## src/rtl/seq_factorial.sv

```systemverilog
// Iterative factorial engine: one multiply per clock behind a start/busy/done handshake.
// The result saturates to all ones and raises a sticky overflow flag when it exceeds OUT_W bits.
module seq_factorial #(
    parameter int unsigned N     = 4,
    parameter int unsigned OUT_W = 64
) (
    input  logic             clk,
    input  logic             rst,
    input  logic             start,
    input  logic [N-1:0]     number,
    output logic             busy,
    output logic             done,
    output logic [OUT_W-1:0] factorial,
    output logic             overflow
);

    localparam int unsigned PW = OUT_W + N;

    typedef enum logic {
        IDLE = 1'b0,
        CALC = 1'b1
    } state_t;

    state_t            state;
    logic [OUT_W-1:0]  acc;
    logic [N-1:0]      cnt;
    logic              ovf;

    logic [PW-1:0]     prod_c;
    logic              prod_hi_c;
    logic              last_c;

    // Full-width product so that bits above OUT_W reveal an overflow
    assign prod_c    = PW'(acc) * PW'(cnt);
    assign prod_hi_c = |prod_c[PW-1:OUT_W];
    assign last_c    = (cnt <= N'(1));

    always_ff @(posedge clk or posedge rst) begin
        if (rst) begin
            state     <= IDLE;
            busy      <= 1'b0;
            done      <= 1'b0;
            factorial <= '0;
            overflow  <= 1'b0;
            acc       <= '0;
            cnt       <= '0;
            ovf       <= 1'b0;
        end else begin
            done <= 1'b0;
            unique case (state)
                IDLE: begin
                    if (start) begin
                        acc   <= OUT_W'(1);
                        cnt   <= number;
                        ovf   <= 1'b0;
                        busy  <= 1'b1;
                        state <= CALC;
                    end
                end
                CALC: begin
                    if (last_c) begin
                        factorial <= acc;
                        overflow  <= ovf;
                        done      <= 1'b1;
                        busy      <= 1'b0;
                        state     <= IDLE;
                    end else begin
                        // Once saturated, stay saturated for the rest of the run
                        if (prod_hi_c || ovf) begin
                            ovf <= 1'b1;
                            acc <= {OUT_W{1'b1}};
                        end else begin
                            acc <= prod_c[OUT_W-1:0];
                        end
                        cnt <= cnt - N'(1);
                    end
                end
                default: state <= IDLE;
            endcase
        end
    end

endmodule

```

## config.mk

```make
export PLATFORM = sky130hd
export DESIGN_NAME = seq_factorial
export DESIGN_NICKNAME = d
export VERILOG_FILES = /design/src/rtl/seq_factorial.sv
export SDC_FILE = /design/constraint.sdc
export NUM_CORES = 1
export LEC_CHECK = 0
export ABC_AREA = 1
export BUFFER_PORTS_ARGS = -buffer_cell sky130_fd_sc_hd__buf_2
export CORE_ASPECT_RATIO = 0.9
export CORE_MARGIN = 10
export CORE_UTILIZATION = 52
export CTS_BUF_LIST = sky130_fd_sc_hd__clkbuf_16
export CTS_CLUSTER_DIAMETER = 150
export DETAILED_ROUTE_END_ITERATION = 6
export GPL_TIMING_DRIVEN = 1
export MAX_ROUTING_LAYER = met4
export PLACE_DENSITY = 0.69
export SLEW_MARGIN = 10
export SYNTH_ARGS = -nofsm -noshare
export SYNTH_HDL_FRONTEND = slang
export SYNTH_SLANG_ARGS = --single-unit
```

## constraint.sdc

```tcl
create_clock -name clk -period 5.35 [get_ports clk]
set_clock_uncertainty 0.1 [all_clocks]
set_input_delay 0.8025 -clock clk [delete_from_list [all_inputs] [get_ports clk]]
set_output_delay 0.8025 -clock clk [all_outputs]
set_load 0.02 [all_outputs]
```

==> results.yml <==
outcome:
  status: "finished clean"
final_layout:
  register_area_um2: 3433
  drive_gt1_share_pct: 9.707
  nNetsFinal: 2685
  syn_to_final_growth_pct: 7.543
  final_util_pct: 56.52
  multi_input_area_um2: 10190
  diodes: 0
  final.fill_count: 3135
yosys:
  yosys.cell_types.count: 43
  yosysMostFrequentCell: "nand2_1"
  syn_nets: 2646
  synthArstFlopShare_pct: 100.0
  ys_warn_count: 0
  synth_common_cells: "nand2_1 (892), inv_1 (559), nor2_1 (148), dfrtp_1 (137), fa_1 (124)"
  syn_area_um2: 16210
  netlist_top_cells_area: "dfrtp_1 (21%), nand2_1 (21%), fa_1 (15%)"
  synth_top_area_cell: "dfrtp_1"
  yosysSeqAreaShare_pct: 21.15
  synth-edff-count: 0
  ys_seq_elements: 137
  syn_area_per_cell_um2: 6.639
  syn_inst: 2441
  yosys.area.top_type_share_pct: 21.15
  dominantRegCellSynth: "dfrtp_1"
timing:
  rsz0062_at_grt: "false"
  final_hold_viol_count: 0
  tightest_slew_ns: 1.010
  finalCriticalPeriod_ns: 4.822
  max_freq_ghz: 0.2074
  setup_tns_ns: 0
  post-route-period-util_pct: 90.13
  relSlewSlack_pct: 32.68
  report.final.slew_viol_count: 0
  setup_violations: 0
  hold_slack_ns: 0.2609
global_routing:
  track_usage_pct: 26.22
  grt_pass1_wl_um: 78580
  antenna_found_initial: 0
  grt_pass1_vias: 14730
  overflow: 0
  grt_max_degree: 67
placed_design:
  port_buffers: 73
  place.gp.congestion: 0.9916
  place_hpwl_um: 36560
routing:
  drc: 0
  post_drt_via_cell_ratio: 5.004
  initialDrtViolationCount: 1008
  drt-total-wl_um: 47570
  vias: 14520
  first_pass_iters: 5
  antenna_left: 0
  post_drt_wl_per_cell_um: 16.39
worst_setup_path:
  worstSetupPathType: "flop to flop"
  path_cells: "buf_12, nand2_1, inv_1, fa_1, inv_1, fa_1, inv_1, ha_1, nand2_1, o21ai_0, a21oi_1, nand2_2, nand2_2, nand2_4, nand2_2, nand3_2, nand2_2, nor2_4, buf_12, nand3_2, nand2_1, nand2_1"
  crit_slowest_cell: "fa_1"
  worstPathRequired_ns: 5.59
  critPathBufInv: 5
  critPathTopFamily: "adder cells"
  startpoint_type: "flop"
  worstPathMaxFanout: 65
  end_kind: "flop"
  critPathMaxStageDelay_ns: 0.53
  crit_arrival_ns: 5.06
floorplanning:
  die_h_um: 187.5
  ios: 74
  start_util_pct: 52.56
  core_area_um2: 30830
  die_area_um2: 38640
  num_rows: 61
  die_w_um: 206.1
clock_tree:
  clockBufferDepth: 2
  hold_buffers: 0
  post-cts-setup-buffer-count: 0
  clock-sinks: 137
  clk-insertion-delay-late_ns: 0.47
  path_clk_slew_ns: 0.07
  cts_made_buffers: 17
  ctsRootBufferMaster: "clkbuf_16"
  cts_resized: 0
  htree_levels: 4
  cts_tree: "done"
min_path:
  hold_path.class: "primary input to asynchronous set/reset pin"
job:
  max_cap_violations: 0
-- routing by layer --
| metal | up-vias | GRT usage [%] | routed length (um) |
|---|---|---|---|
| met5 | - | - | 0 |
| met1 | 6915 | 36.38 | 23370 |
| li1 | 7242 | - | - |
| met2 | 315 | 39.92 | 21340 |
| met4 | 0 | 6.872 | 895 |
| met3 | 49 | 2.926 | 1961 |
-- state kept, by name, summed over array words and instances (netlist names) --
register,flops
cnt,4
busy,1
ovf,1
factorial,64
acc,64
done,1
overflow,1
state,1
-- kinds of logic after synthesis --
logic type	synth area share [%]
xor+xnor	2.432
fa+ha+maj	21.03
buf+inv	16.00
flops	21.15
simple gates	33.15
compound gates	6.238
-- through the flow --
step | setup slack (ns) | cell area, um2 | cells
after floorplan | 0.7797 | 16210 | 2441
after global placement | 0.6620 | 16840 | 2870
after detailed placement | 0.6010 | 16840 | 2870
after CTS | 0.5817 | 17430 | 2902
after global routing | 0.2373 | 17430 | 2902
final | 0.5278 | 17430 | 2902
-- path summary, 6_finish.rpt --
path,startpoint,endpoint,slack (ns),cells past startpoint
hold reg to reg,factorial[46],factorial[46],0.36,2
hold / removal,rst,acc[17],0.26,2
setup reg to reg,cnt[3],acc[36],0.53,22
setup / recovery,cnt[3],acc[36],0.53,22
max in group asynchronous,rst,cnt[0],3.79,3
min in group clk,factorial[46],factorial[46],0.36,2
-- layout make-up --
| cell class | count | share of cell area, % |
|---|---|---|
| Timing Repair Buffer | 89 | 3.288 |
| Sequential cell | 137 | 19.70 |
| Inverter | 566 | 12.23 |
| Clock inverter | 15 | 0.9261 |
| Clock buffer | 17 | 2.441 |
| Multi-Input combinational cell | 1669 | 58.49 |
| Tap cell | 409 | 2.936 |
-- placed cells by master, fill, tap and decap left out, types with 11 or more instances in the layout --
cell type,count
nand3_1,55
xor2_1,11
nand3_2,64
dfrtp_1,133
nor2_1,147
clkbuf_16,17
inv_1,560
a21oi_1,95
buf_2,73
nand2_2,19
xnor2_1,34
o21ai_0,60
ha_1,74
nand2_1,892
nor2_2,12
fa_1,124
Power is left out: the tool's default activity adds up to more than one toggle a clock period on the data nets, which glitch-free logic cannot reach.
